<file path="config.mk">
export PLATFORM = sky130hd
export DESIGN_NAME = serial_cmp6
export DESIGN_NICKNAME = d
export VERILOG_FILES = /design/src/rtl/serial_cmp6_pkg.sv /design/src/rtl/serial_cmp6_bit_cmp.sv /design/src/rtl/serial_cmp6.sv
export SDC_FILE = /design/constraint.sdc
export NUM_CORES = 1
export LEC_CHECK = 0
export BUFFER_PORTS_ARGS = -buffer_cell sky130_fd_sc_hd__clkbuf_2
export CELL_PAD_IN_SITES_DETAIL_PLACEMENT = 0
export CELL_PAD_IN_SITES_GLOBAL_PLACEMENT = 1
export CORE_MARGIN = 5
export CORE_UTILIZATION = 45
export CTS_BUF_LIST = sky130_fd_sc_hd__clkbuf_2 sky130_fd_sc_hd__clkbuf_4 sky130_fd_sc_hd__clkbuf_8
export CTS_CLUSTER_SIZE = 12
export DETAILED_ROUTE_END_ITERATION = 7
export GPL_ROUTABILITY_DRIVEN = 1
export PLACE_DENSITY = 0.87
export SLEW_MARGIN = 5
export SYNTH_ARGS = -nofsm -noshare
export SYNTH_HDL_FRONTEND = slang
export SYNTH_SLANG_ARGS = --single-unit
</file>
<file path="constraint.sdc">
create_clock -name clk -period 6.05 [get_ports clk]
set_clock_uncertainty 0.05 [all_clocks]
set_input_delay 0.3025 -clock clk [delete_from_list [all_inputs] [get_ports clk]]
set_output_delay 0.3025 -clock clk [all_outputs]
set_load 0.01 [all_outputs]
</file>
<file path="src/rtl/serial_cmp6_pkg.sv">
// Shared constants and state type for the serial 6-bit magnitude comparator.
package serial_cmp6_pkg;

    localparam int         CMP_W   = 6;
    localparam logic [2:0] IDX_MSB = 3'(CMP_W - 1);

    typedef enum logic [1:0] {
        IDLE = 2'd0,
        SCAN = 2'd1,
        DONE = 2'd2
    } state_t;

endpackage

</file>
<file path="src/rtl/serial_cmp6_bit_cmp.sv">
// One-bit compare slice; inv flips polarity for the sign bit of signed operands.
module bit_cmp (
    input  logic a,
    input  logic b,
    input  logic inv,
    output logic lt_bit,
    output logic gt_bit
);

    logic diff_s;

    assign diff_s = a ^ b;
    assign lt_bit = diff_s & (inv ? a : ~a);
    assign gt_bit = diff_s & (inv ? ~a : a);

endmodule

</file>
<file path="src/rtl/serial_cmp6.sv">
// Bit-serial 6-bit comparator, MSB first, unsigned or two's-complement signed.
module serial_cmp6
    import serial_cmp6_pkg::*;
#(
    parameter int EARLY_EXIT = 1
) (
    input  logic             clk,
    input  logic             rst,
    input  logic             start,
    input  logic             sgn,
    input  logic [CMP_W-1:0] a0,
    input  logic [CMP_W-1:0] b0,
    output logic             busy,
    output logic             done,
    output logic             lt,
    output logic             eq,
    output logic             gt
);

    state_t           state_r, state_s;
    logic [2:0]       idx_r, idx_s;
    logic [CMP_W-1:0] a_r, a_s, b_r, b_s;
    logic             sgn_r, sgn_s;
    logic             hit_r, hit_s, hlt_r, hlt_s, hgt_r, hgt_s;
    logic             lt_r, lt_s, eq_r, eq_s, gt_r, gt_s;
    logic             busy_r, busy_s, done_r, done_s;
    logic             lt_bit_s, gt_bit_s, diff_s, inv_s;

    assign inv_s  = sgn_r & (idx_r == IDX_MSB);
    assign diff_s = lt_bit_s | gt_bit_s;

    bit_cmp u_bit_cmp (
        .a      (a_r[idx_r]),
        .b      (b_r[idx_r]),
        .inv    (inv_s),
        .lt_bit (lt_bit_s),
        .gt_bit (gt_bit_s)
    );

    // Next-state, datapath and registered-output values.
    always_comb begin
        state_s = state_r;
        idx_s   = idx_r;
        a_s     = a_r;
        b_s     = b_r;
        sgn_s   = sgn_r;
        hit_s   = hit_r;
        hlt_s   = hlt_r;
        hgt_s   = hgt_r;
        lt_s    = lt_r;
        eq_s    = eq_r;
        gt_s    = gt_r;
        busy_s  = 1'b0;
        done_s  = 1'b0;
        case (state_r)
            IDLE: begin
                if (start) begin
                    state_s = SCAN;
                    a_s     = a0;
                    b_s     = b0;
                    sgn_s   = sgn;
                    idx_s   = IDX_MSB;
                    hit_s   = 1'b0;
                    hlt_s   = 1'b0;
                    hgt_s   = 1'b0;
                    lt_s    = 1'b0;
                    eq_s    = 1'b0;
                    gt_s    = 1'b0;
                    busy_s  = 1'b1;
                end else begin
                    state_s = IDLE;
                end
            end
            SCAN: begin
                if ((EARLY_EXIT != 0) && diff_s) begin
                    state_s = DONE;
                    lt_s    = lt_bit_s;
                    gt_s    = gt_bit_s;
                    done_s  = 1'b1;
                end else if (idx_r == 3'd0) begin
                    state_s = DONE;
                    done_s  = 1'b1;
                    // Without early exit the first difference seen wins.
                    if (hit_r) begin
                        lt_s = hlt_r;
                        gt_s = hgt_r;
                    end else if (diff_s) begin
                        lt_s = lt_bit_s;
                        gt_s = gt_bit_s;
                    end else begin
                        eq_s = 1'b1;
                    end
                end else begin
                    idx_s  = idx_r - 3'd1;
                    busy_s = 1'b1;
                    if (diff_s && !hit_r) begin
                        hit_s = 1'b1;
                        hlt_s = lt_bit_s;
                        hgt_s = gt_bit_s;
                    end else begin
                        hit_s = hit_r;
                    end
                end
            end
            DONE: begin
                state_s = IDLE;
            end
            default: begin
                state_s = IDLE;
            end
        endcase
    end

    // State and output registers with synchronous reset.
    always_ff @(posedge clk) begin
        if (rst) begin
            state_r <= IDLE;
            idx_r   <= IDX_MSB;
            a_r     <= '0;
            b_r     <= '0;
            sgn_r   <= 1'b0;
            hit_r   <= 1'b0;
            hlt_r   <= 1'b0;
            hgt_r   <= 1'b0;
            lt_r    <= 1'b0;
            eq_r    <= 1'b0;
            gt_r    <= 1'b0;
            busy_r  <= 1'b0;
            done_r  <= 1'b0;
        end else begin
            state_r <= state_s;
            idx_r   <= idx_s;
            a_r     <= a_s;
            b_r     <= b_s;
            sgn_r   <= sgn_s;
            hit_r   <= hit_s;
            hlt_r   <= hlt_s;
            hgt_r   <= hgt_s;
            lt_r    <= lt_s;
            eq_r    <= eq_s;
            gt_r    <= gt_s;
            busy_r  <= busy_s;
            done_r  <= done_s;
        end
    end

    assign busy = busy_r;
    assign done = done_r;
    assign lt   = lt_r;
    assign eq   = eq_r;
    assign gt   = gt_r;

endmodule

</file>
== Yosys cells after proc, flatten, opt, wreduce, memory -nomap -nowiden ==
Index checks and enable logic that the tools add are counted.
Widths: inputs -> output; s select.
Word-level totals
  bits in registers: 26
  latch bits: 0
  RAM bits: 0
  memory bits (read-only): 0
  memories: 0
Operators by class
  add/subtract/negate cells: 1
  multipliers: 0
  divide/modulo/power cells: 0
  $lt $le $gt $ge: 1
  equality and inequality tests: 10
  shift operators: 0
  mux-type cells: 45
  bitwise operators: 7
  reduce and logical (&&, ||, !) cells: 11
Operator list (count)
  $mux 1: 29
  $pmux 1 s2: 7
  $ne 2x2->1 const B: 6
  $reduce_and 5->1: 2
  $mux 3: 3
  $reduce_and 4->1: 2
  $bmux 1 s3: 2
  $ne 3x3->1 const B: 2
  $pmux 3 s2: 1
  $lt 3x4->1 const B: 1
  $mux 2: 2
  $pmux 2 s2: 1
  $and 1x1->1: 3
  $eq 3x3->1 const B: 1
  $logic_not 3->1: 1
  $sub 3x1->3 const B: 1
  $eq 2x1->1 const B: 1
  $logic_not 2->1: 1
  $not 1->1: 2
  $reduce_and 2->1: 1
  $reduce_bool 2->1: 1
  $reduce_or 2->1: 1
  $logic_and 1x1->1: 1
  $logic_not 1->1: 1
  2 further kinds: 2

== Logic depth before layout (Yosys ltp) ==
Gate-level depths: netlist of the first run.
  depth after elaboration: 11
  depth in mapped cells: 10
  gate-level depth less buffers: 8

== Hierarchy ==
Synthesis of the first run repeated with hierarchy kept, for this count alone.
Second synthesis, totals
  cell total of the unflattened synthesis: 128
  area total of the unflattened synthesis: 1163.6 um2
Modules (own cells, without submodules)
  serial_cmp6: instances 1, cells an instance 124, area an instance 1129.8 um2
  bit_cmp: instances 1, cells an instance 4, area an instance 33.8 um2

== Worst setup path before layout of the first run ==
No wires, ideal clock.
  path type: register to register
  from: reg idx_r[0]
  to: reg lt_r (netlist: lt)
  library setup time: 0.117 ns
  data arrival time: 2.012 ns
  setup slack: 3.871 ns
  cell stages (with the launch flop): 7
  clock period less this slack: 2.179 ns
  cells stage by stage: dfxtp_1 > buf_6 > mux2_4 > a222oi_1 > and2b_1 > a221o_1 > a32o_1
Between the ends
  longest elaborated chain between the ends: 8
Ends and longest elaborated chain
  start: declaration: line serial_cmp6.sv:21  | logic [2:0] idx_r, idx_s;
  start signal: assignment: line serial_cmp6.sv:132  | idx_r <= idx_s;
  $bmux 1 s3: line serial_cmp6.sv:33  | .a (a_r[idx_r]),
  $mux 1 (implied by the code): line serial_cmp6.sv:33
  $not 1->1: line serial_cmp6_bit_cmp.sv:13, serial_cmp6_bit_cmp.sv:14
  $mux 1 (on tied branches): line serial_cmp6_bit_cmp.sv:13, serial_cmp6_bit_cmp.sv:14
  $and 1x1->1 (on tied branches): line serial_cmp6_bit_cmp.sv:13, serial_cmp6_bit_cmp.sv:14
  $or 1x1->1: line serial_cmp6.sv:30  | assign diff_s = lt_bit_s | gt_bit_s;
  $ne 3x3->1 (no line) / $mux 1 (equally long branches)
  $reduce_and 4->1 (no line) / $pmux 1 s2 (equally long branches)
  end signal: assignment: line serial_cmp6.sv:139  | lt_r <= lt_s;
  end: declaration: line serial_cmp6.sv:25  | logic lt_r, lt_s, eq_r, eq_s, gt_r, gt_s;
Parallel ways exist; a longest one is shown, timed or not. The select of a mux whose other input is x is not followed.
A chain may end at the register's enable or synchronous reset.

== Final worst setup path of the first run ==
Same ends and word-level chain as after synthesis.

==> results of run 1 <==
==> worst max path at each step <==
stage	from	to
after global routing	idx_r[0]	lt
after detailed placement	idx_r[0]	lt
after floorplan	idx_r[0]	lt
final	idx_r[0]	lt
after global placement	idx_r[0]	lt
after CTS	idx_r[0]	lt
==> cell families after synthesis <==
kind of cell	after synthesis	share of synthesized area, %
xor+xnor	1	0.728
fa+ha+maj	3	3.12
mux	7	6.65
flops	26	43.2
simple gates	60	22.3
compound gates	31	18.3
buf+inv	14	5.61
==> cell usage after synthesis (2+ instances only) <==
cell                       count  share of area, %
sky130_fd_sc_hd__clkbuf_1      7               2.2
sky130_fd_sc_hd__nand2_1      28               8.7
sky130_fd_sc_hd__dfxtp_1      26                43
sky130_fd_sc_hd__nor2_1       14               4.4
sky130_fd_sc_hd__nor2b_1       2               1.0
sky130_fd_sc_hd__mux2_2        3               2.8
sky130_fd_sc_hd__nor3_1        5               2.1
sky130_fd_sc_hd__a21boi_0      2               1.2
sky130_fd_sc_hd__buf_6         2               1.9
sky130_fd_sc_hd__inv_1         4               1.2
sky130_fd_sc_hd__mux2i_1       2               1.7
sky130_fd_sc_hd__and2_1        4               2.1
sky130_fd_sc_hd__ha_1          3               3.1
sky130_fd_sc_hd__and3_1        2               1.0
sky130_fd_sc_hd__a21oi_1      15               6.2
==> layout make-up <==
class	count	share of cell area (%)
Inverter	4	1.15
Timing Repair Buffer	20	7.63
Multi-Input combinational cell	102	46.9
Sequential cell	26	39.7
Clock buffer	3	1.72
Tap cell	30	2.86
==> registers in the layout (all words and copies together) (netlist names) <==
signal,cells
a_r,6
b_r,6
busy,1
done,1
eq,1
gt,1
hgt_r,1
hit_r,1
hlt_r,1
idx_r,3
lt,1
sgn_r,1
state_r,2
==> power by group through the flow <==
| stage | Clock, µW | Sequential, µW | Combinational (µW) |
|---|---|---|---|
| finish | 69.3 | 189 | 61.1 |
| global route | 78.1 | 191 | 69.7 |
| CTS | 71.6 | 189 | 62.2 |
| detailed placement | 0 | 193 | 62.0 |
| global placement | 0 | 193 | 59.5 |
| floorplan | 0 | 190 | 52.9 |
==> cell usage in the layout (no fill, tap or decap) <==
cell                         n
sky130_fd_sc_hd__mux2_2      3
sky130_fd_sc_hd__nor2b_1     2
sky130_fd_sc_hd__nand3_1     1
sky130_fd_sc_hd__o21ai_0     1
sky130_fd_sc_hd__a22oi_1     1
sky130_fd_sc_hd__a21boi_0    2
sky130_fd_sc_hd__a21oi_2     1
sky130_fd_sc_hd__nor3_1      5
sky130_fd_sc_hd__clkbuf_2   20
sky130_fd_sc_hd__ha_1        3
sky130_fd_sc_hd__o22ai_1     1
sky130_fd_sc_hd__dfxtp_1    26
sky130_fd_sc_hd__mux2i_1     2
sky130_fd_sc_hd__a221o_1     1
sky130_fd_sc_hd__nand2b_1    1
sky130_fd_sc_hd__inv_1       4
sky130_fd_sc_hd__clkbuf_4    3
sky130_fd_sc_hd__and2b_1     1
sky130_fd_sc_hd__a221oi_2    1
sky130_fd_sc_hd__a31oi_2     1
sky130_fd_sc_hd__nand2_1    28
sky130_fd_sc_hd__and3_1      2
sky130_fd_sc_hd__a311o_1     1
sky130_fd_sc_hd__o2bb2ai_1   1
sky130_fd_sc_hd__a22o_1      1
sky130_fd_sc_hd__a31oi_1     1
sky130_fd_sc_hd__a21oi_1    15
sky130_fd_sc_hd__mux2_4      1
sky130_fd_sc_hd__o2111a_1    1
sky130_fd_sc_hd__a32o_1      1
sky130_fd_sc_hd__mux2_1      1
sky130_fd_sc_hd__xnor2_1     1
sky130_fd_sc_hd__a222oi_1    1
sky130_fd_sc_hd__nor2_1     14
sky130_fd_sc_hd__and3b_1     1
sky130_fd_sc_hd__and2_1      4
sky130_fd_sc_hd__nand4b_1    1
==> metrics by stage <==
step	hold WS, ns	setup slack (ns)	util, %	cell area, µm²	power [µW]
6_report	0.141	3.36	52.0	1310	319
5_1_grt	0.135	3.17	52.0	1310	338
4_1_cts	0.140	3.35	52.0	1310	323
3_5_place_dp	0.400	3.38	51.1	1290	255
3_3_place_gp	0.395	3.51	51.1	1290	253
2_1_floorplan	0.371	3.87	-	1200	243
==> layer usage <==
| metal | track usage, % | vias to the layer above | wire [µm] |
|---|---|---|---|
| met5 | 0 | - | 0 |
| met4 | 2.73 | 0 | 13 |
| met3 | 4.34 | 2 | 138 |
| met2 | 22.4 | 17 | 1120 |
| met1 | 16.2 | 458 | 1050 |
| li1 | - | 514 | - |
==> critical path, stage by stage, from the launching register on <==
cell                       delay (ns)
sky130_fd_sc_hd__dfxtp_1         0.56
sky130_fd_sc_hd__mux2_4          0.33
sky130_fd_sc_hd__a222oi_1        0.58
sky130_fd_sc_hd__xnor2_1         0.39
sky130_fd_sc_hd__a221o_1         0.43
sky130_fd_sc_hd__a32o_1          0.24
==> results.md, run 1 <==
| Group | Item | This run |
|:---|:---|:---|
| outcome | Run status | completed |
| floorplanning | Number of rows in the core area | 18 |
| cts | Sinks on the clock net | 26 |
| floorplanning | Initial standard-cell utilization of the core | 47.7% |
| critical path | Worst setup slack for register-to-register paths | 3.36 ns |
| critical path | Launching element type of the critical path | register |
| power and ir drop | Sequential group share of total power | 59.2% |
| route | Final wirelength | 2320 µm |
| layout | Non-filler instance count after layout | 185 |
| cts | Worst-case clock buffer depth | 2 |
| cts | H-tree Lvls | 1 |
| cts | Clock root buffer master | sky130_fd_sc_hd__clkbuf_4 |
| route | Antenna violation net count after detailed routing | 0 |
| min path | Worst hold path cell count | 3 |
| critical path | WS Path Type | register to register |
| power and ir drop | Switch Pwr | 89.2 µW |
| power and ir drop | Worst VDD drop | 0.230 mV |
| cts | Post-CTS sizing | 0 |
| min path | Worst-case hold path end point | b_r[1] |
| global route | Antenna violations before repair | 0 |
| layout | Multi-input combinational cell area | 616 µm² |
| global route | Total Routing Usage GR | 13.1% |
| floorplanning | Die extent in x | 61.7 µm |
| timing | Setup repair after global routing missed its margin | false |
| place | Cells after DPL | 182 |
| timing | Total Negative Setup Slacks | 0 ns |
| route | Number of remaining DRC errors | 0 |
| critical path | Logic depth of the worst register-to-register path | 5 |
| cts | Clock tree from TritonCTS | yes |
| global route | Vias in the first global route | 907 |
| synthesis | #FFs+latches synth | 26 |
| cts | Number of buffers inserted by post-CTS setup repair | 0 |
| timing | Number of endpoints with negative hold slack in the final report | 0 |
| cts | Hold-fix buffer count after cts | 0 |
| timing | Post-route clock period utilization | 44.4% |
| power and ir drop | Logic pwr share | 19.1% |
| synthesis | Unique masters post-synth | 38 |
| synthesis | Yosys warnings | 0 |
| route | Count of routing violations after the opening detailed-route iteration | 29 |
| power and ir drop | P_leak | 0.000572 µW |
| power and ir drop | Switching share of total power | 27.9% |
| global route | Maximum number of pins on one net before global-route repair | 28 |
| place | DP Wirelength | 1720 µm |
| cts | Clock insertion delay at the later pin of the skew report | 0.31 ns |
| synthesis | Share of synthesized area occupied by flip-flops and latches | 43.2% |
| synthesis | Share of flip-flops with an asynchronous set or reset | 0% |
| critical path | Critical path arrival | 2.85 ns |
| place | Count of buffers inserted at the top-level ports | 20 |
| floorplanning | Die ar. | 3810 µm² |
| timing | Highest clock frequency the design can meet | 372 MHz |
| synthesis | Most frequently used flop master after synthesis | sky130_fd_sc_hd__dfxtp_1 |
| layout | Ratio of cells with drive above 1 in the final layout | 19.4% |
| timing | Post-layout minimum cycle time | 2.69 ns |
| synthesis | Average footprint of a synthesized cell | 8.48 µm² |
| synthesis | Post-Syn Area | 1200 µm² |
| timing | Least-Margin Pin Slew | 0.822 ns |
| synthesis | Number of cells produced by synthesis | 142 |
| route | Number of vias per cell after detailed routing | 5.36 |
| layout | Area of all sequential standard cells | 520 µm² |
| critical path | Start of the worst register-to-register path | idx_r[0] |
| place | Global placement routability congestion | 0.843 |
| route | DR pass1 iterations | 4 |
| global route | Total grt overflow | 0 |
| floorplanning | Number of top-level pins | 21 |
| route | Post-DR wirelength/cell | 12.5 µm |
| layout | Inserted Diodes | 0 |
| synthesis | Count of flip-flops with a built-in enable after synthesis | 0 |
| timing | Slew margin rel. | 44.8% |
| power and ir drop | Int Pwr | 230 µW |
| global route | Global-route wire length before repair | 3780 µm |
| critical path | Crit. End Element | register |
| critical path | Data required time at the worst endpoint | 6.22 ns |
| route | Via count | 991 |
| layout | Number of inserted filler cells in the final layout | 266 |
| layout | Final #Nets | 176 |
| power and ir drop | Fraction of power consumed by the clock network | 21.7% |
| min path | Kind of path behind the tightest hold check | input port to register |
| power and ir drop | Power density over cell area | 243 nW/µm² |
| floorplanning | Vertical die dimension | 61.7 µm |
| synthesis | Syn nets | 161 |
| min path | Hold Path Origin | b0[1] |
| cts | CTS buffer count | 3 |
| floorplanning | Total core area | 2520 µm² |
| cts | Clock edge transition at the registers on the reported setup and hold paths | 0.13 ns |
| timing | Number of max-slew violations in the final report | 0 |
| timing | Final setup violation count | 0 |
| layout | Area growth from synthesis to layout | 8.94% |
| job | Number of max-cap violations | 0 |
| critical path | Reg-to-reg endpoint | lt |
| critical path | Maximum net fanout on the critical path | 11 |
No activity file was read; power rests on OpenSTA's default activity.
==> run 2, diff against run 1 <==
ABC_AREA = 1   (was default)
CORE_UTILIZATION = 41   (was 45)
PLACE_DENSITY = 0.82   (was 0.87)
clock period = 2.5 ns   (was 6.05 ns; I/O delays follow)
==> results.md, run 2 <==
| Group | Item | This run |
|:---|:---|:---|
| outcome | Run status | completed |
| synthesis | Area share of the leading cell type in the synthesized netlist | 41.8% |
| layout | Inserted Diodes | 0 |
| min path | Kind of path behind the tightest hold check | input port to register |
| synthesis | Post-Syn Area | 1250 µm² |
| critical path | Maximum net fanout on the critical path | 9 |
| global route | Vias in the first global route | 980 |
| synthesis | Top-count cell post-synth | sky130_fd_sc_hd__nor2_1 |
| global route | Highest-utilization routing layer at the global route stage | met2 |
| power and ir drop | Power density over cell area | 792 nW/µm² |
| layout | Most frequent standard cell in the layout excluding fill and tap cells | sky130_fd_sc_hd__nor2_1 |
| cts | Clock insertion delay at the later pin of the skew report | 0.32 ns |
| synthesis | #FFs+latches synth | 26 |
| synthesis | Average footprint of a synthesized cell | 7.60 µm² |
| timing | Setup repair after global routing missed its margin | false |
| route | Final wirelength | 2410 µm |
| cts | Clock tree from TritonCTS | yes |
| cts | Hold-fix buffer count after cts | 5 |
| power and ir drop | Switch Pwr | 440 µW |
| min path | Worst-case hold path end point | sgn_r |
| floorplanning | Vertical die dimension | 65.1 µm |
| timing | Total Negative Setup Slacks | 0 ns |
| power and ir drop | Logic pwr share | 39.3% |
| cts | Sinks on the clock net | 26 |
| timing | Number of max-slew violations in the final report | 0 |
| critical path | Critical-path cell with the highest stage delay | sky130_fd_sc_hd__dfxtp_1 |
| job | Number of max-cap violations | 0 |
| synthesis | Unique masters post-synth | 25 |
| global route | Maximum number of pins on one net before global-route repair | 24 |
| floorplanning | Number of rows in the core area | 20 |
| floorplanning | Die ar. | 4240 µm² |
| place | Global placement routability congestion | 0.795 |
| layout | Commonest non-fill, non-tap cells in the layout | 31 x sky130_fd_sc_hd__nor2_1, 26 x sky130_fd_sc_hd__dfxtp_1, 21 x sky130_fd_sc_hd__nand2_1 |
| synthesis | Ranking of synthesized cells by instance count | 31 x sky130_fd_sc_hd__nor2_1, 26 x sky130_fd_sc_hd__dfxtp_1, 21 x sky130_fd_sc_hd__nand2_1 |
| route | Via count | 1051 |
| floorplanning | Die extent in x | 65.1 µm |
| power and ir drop | Switching share of total power | 38.6% |
| synthesis | Number of cells produced by synthesis | 164 |
| layout | Ratio of cells with drive above 1 in the final layout | 22.8% |
| global route | GR met2 Demand/Resource | 21.1% |
| critical path | List of cells traversed by the critical path | inv_6 -> nand2_1 -> nand3_1 -> nand2_1 -> nand2_2 -> nand2_4 -> nand2_4 -> nand3_4 -> nand2_2 -> nor2_1 -> nand2_1 -> nand2_1 -> nor2_1 |
| cts | Worst-case clock buffer depth | 2 |
| timing | Highest clock frequency the design can meet | 573 MHz |
| power and ir drop | Fraction of power consumed by the clock network | 15.0% |
| cts | Post-CTS sizing | 0 |
| power and ir drop | Sequential group share of total power | 45.7% |
| route | Post-DR wirelength/cell | 10.8 µm |
| synthesis | Post-synthesis cell type with the largest combined area | sky130_fd_sc_hd__dfxtp_1 |
| cts | Number of buffers inserted by post-CTS setup repair | 0 |
| critical path | Worst setup slack for register-to-register paths | 0.75 ns |
| power and ir drop | Worst VDD drop | 0.320 mV |
| route | Number of remaining DRC errors | 0 |
| critical path | Critical path arrival | 1.93 ns |
| cts | H-tree Lvls | 1 |
| synthesis | Yosys warnings | 0 |
| timing | Final setup violation count | 0 |
| synthesis | Share of synthesized area occupied by flip-flops and latches | 41.8% |
| min path | Worst hold path cell count | 3 |
| power and ir drop | Int Pwr | 702 µW |
| place | DP Wirelength | 1780 µm |
| route | Number of vias per cell after detailed routing | 4.73 |
| place | Count of buffers inserted at the top-level ports | 20 |
| critical path | Start of the worst register-to-register path | idx_r[0] |
| floorplanning | Initial standard-cell utilization of the core | 41.8% |
| route | DR pass1 iterations | 4 |
| critical path | WS Path Type | register to register |
| synthesis | Syn nets | 183 |
| timing | Post-layout minimum cycle time | 1.75 ns |
| critical path | Data required time at the worst endpoint | 2.68 ns |
| power and ir drop | Final total power | 1140 µW |
| global route | Grt met3 use | 3.08% |
| power and ir drop | P_leak | 0.000668 µW |
| synthesis | Largest cells by area after synthesis | sky130_fd_sc_hd__dfxtp_1 42%, sky130_fd_sc_hd__nor2_1 9.3%, sky130_fd_sc_hd__o21ai_0 6.8% |
| min path | Hold Path Origin | sgn |
| critical path | Launching element type of the critical path | register |
| timing | Slew margin rel. | 68.5% |
| timing | Hold Slack | 0.00612 ns |
| critical path | Most frequent cell on the critical path | sky130_fd_sc_hd__nand2_1 |
| cts | Clock root buffer master | sky130_fd_sc_hd__clkbuf_4 |
| critical path | Reg-to-reg endpoint | gt |
| route | Count of routing violations after the opening detailed-route iteration | 60 |
| synthesis | Count of flip-flops with a built-in enable after synthesis | 0 |
| timing | Number of endpoints with negative hold slack in the final report | 0 |
| critical path | Maximum cell stage delay along the critical path | 0.56 ns |
| layout | Biggest registers after layout | a_r x6, b_r x6, idx_r x3 |
| synthesis | Share of flip-flops with an asynchronous set or reset | 0% |
| global route | Total Routing Usage GR | 13.2% |
| floorplanning | Total core area | 2980 µm² |
| synthesis | Most frequently used flop master after synthesis | sky130_fd_sc_hd__dfxtp_1 |
| timing | Post-route clock period utilization | 69.8% |
| floorplanning | Number of top-level pins | 21 |
| global route | Total grt overflow | 0 |
| layout | Area growth from synthesis to layout | 15.7% |
| critical path | Crit. End Element | register |
| timing | Least-Margin Pin Slew | 0.470 ns |
| cts | Clock edge transition at the registers on the reported setup and hold paths | 0.12 ns |
| global route | Antenna violations before repair | 0 |
| route | Antenna violation net count after detailed routing | 0 |
| global route | Global routing usage on met1 | 17.2% |
| cts | CTS buffer count | 3 |
| layout | Final #Nets | 210 |
| global route | Global-route wire length before repair | 4370 µm |
| critical path | Logic depth of the worst register-to-register path | 13 |
[run 2: cell types whose count changed after synthesis, moves of 5 or more]
cell,delta
sky130_fd_sc_hd__clkbuf_1,-5
sky130_fd_sc_hd__inv_1,+11
sky130_fd_sc_hd__nand2_1,-7
sky130_fd_sc_hd__nand2_2,+5
sky130_fd_sc_hd__nand3_1,+6
sky130_fd_sc_hd__nor2_1,+17
sky130_fd_sc_hd__nor3_1,-5
sky130_fd_sc_hd__o21ai_0,+16
[run 2: cell type report]
| class | instances | area, µm² |
|---|---|---|
| well taps | 33 | 41.3 |
| inverters | 21 | 83.8 |
| repair buffers | 26 | 158 |
| fillers | 301 | 1540 |
| flip-flops and latches | 26 | 520 |
| clock buffers | 3 | 22.5 |
| multi-input cells | 113 | 616 |
[run 2: cell families after synthesis]
kind of cell | synth area share (%)
AO/OA/AOI/OAI | 15.0
adder cells (fa/ha/maj) | 3.01
buffers and inverters | 8.84
flip-flops | 41.8
AND/OR/NAND/NOR | 31.4
[run 2: layer usage]
layer	up-vias	share of wire (%)
li1	583	-
met1	450	48
met2	13	46
met3	5	4.3
met4	0	2.0
met5	-	0
[run 2: critical path, delay by kind of cell (launching register included)]
kind,cells,cell delay (ns)
buffers and inverters,1,0.09
DFF,1,0.56
and+or+nand+nor,12,0.95
[run 2: how the worst max path moves through the flow]
stage / start / end / slack, ns / cells after the start
2_1_floorplan: idx_r[0] / idx_r[1] / 1.00 / 9
3_3_place_gp: idx_r[0] / lt / 0.82 / 10
3_5_place_dp: idx_r[0] / lt / 0.77 / 10
4_1_cts: idx_r[0] / lt / 0.76 / 10
5_1_grt: idx_r[0] / gt / 0.58 / 13
6_report: idx_r[0] / gt / 0.75 / 13
[run 2: stage by stage]
step	instances	utilization (%)	instance area [µm²]	setup WS [ns]
after floorplan	164	-	1250	1.00
after global placement	214	46.0	1370	0.822
after detailed placement	214	46.0	1370	0.768
after CTS	222	48.4	1440	0.762
after global routing	222	48.4	1440	0.580
final	222	48.4	1440	0.754
[run 2: power groups by stage]
stage / Clock, µW / Sequential [µW] / Combinational (µW)
2_1_floorplan: 0 / 524 / 366
3_3_place_gp: 0 / 531 / 438
3_5_place_dp: 0 / 532 / 447
4_1_cts: 182 / 522 / 454
5_1_grt: 203 / 532 / 514
6_report: 172 / 522 / 449
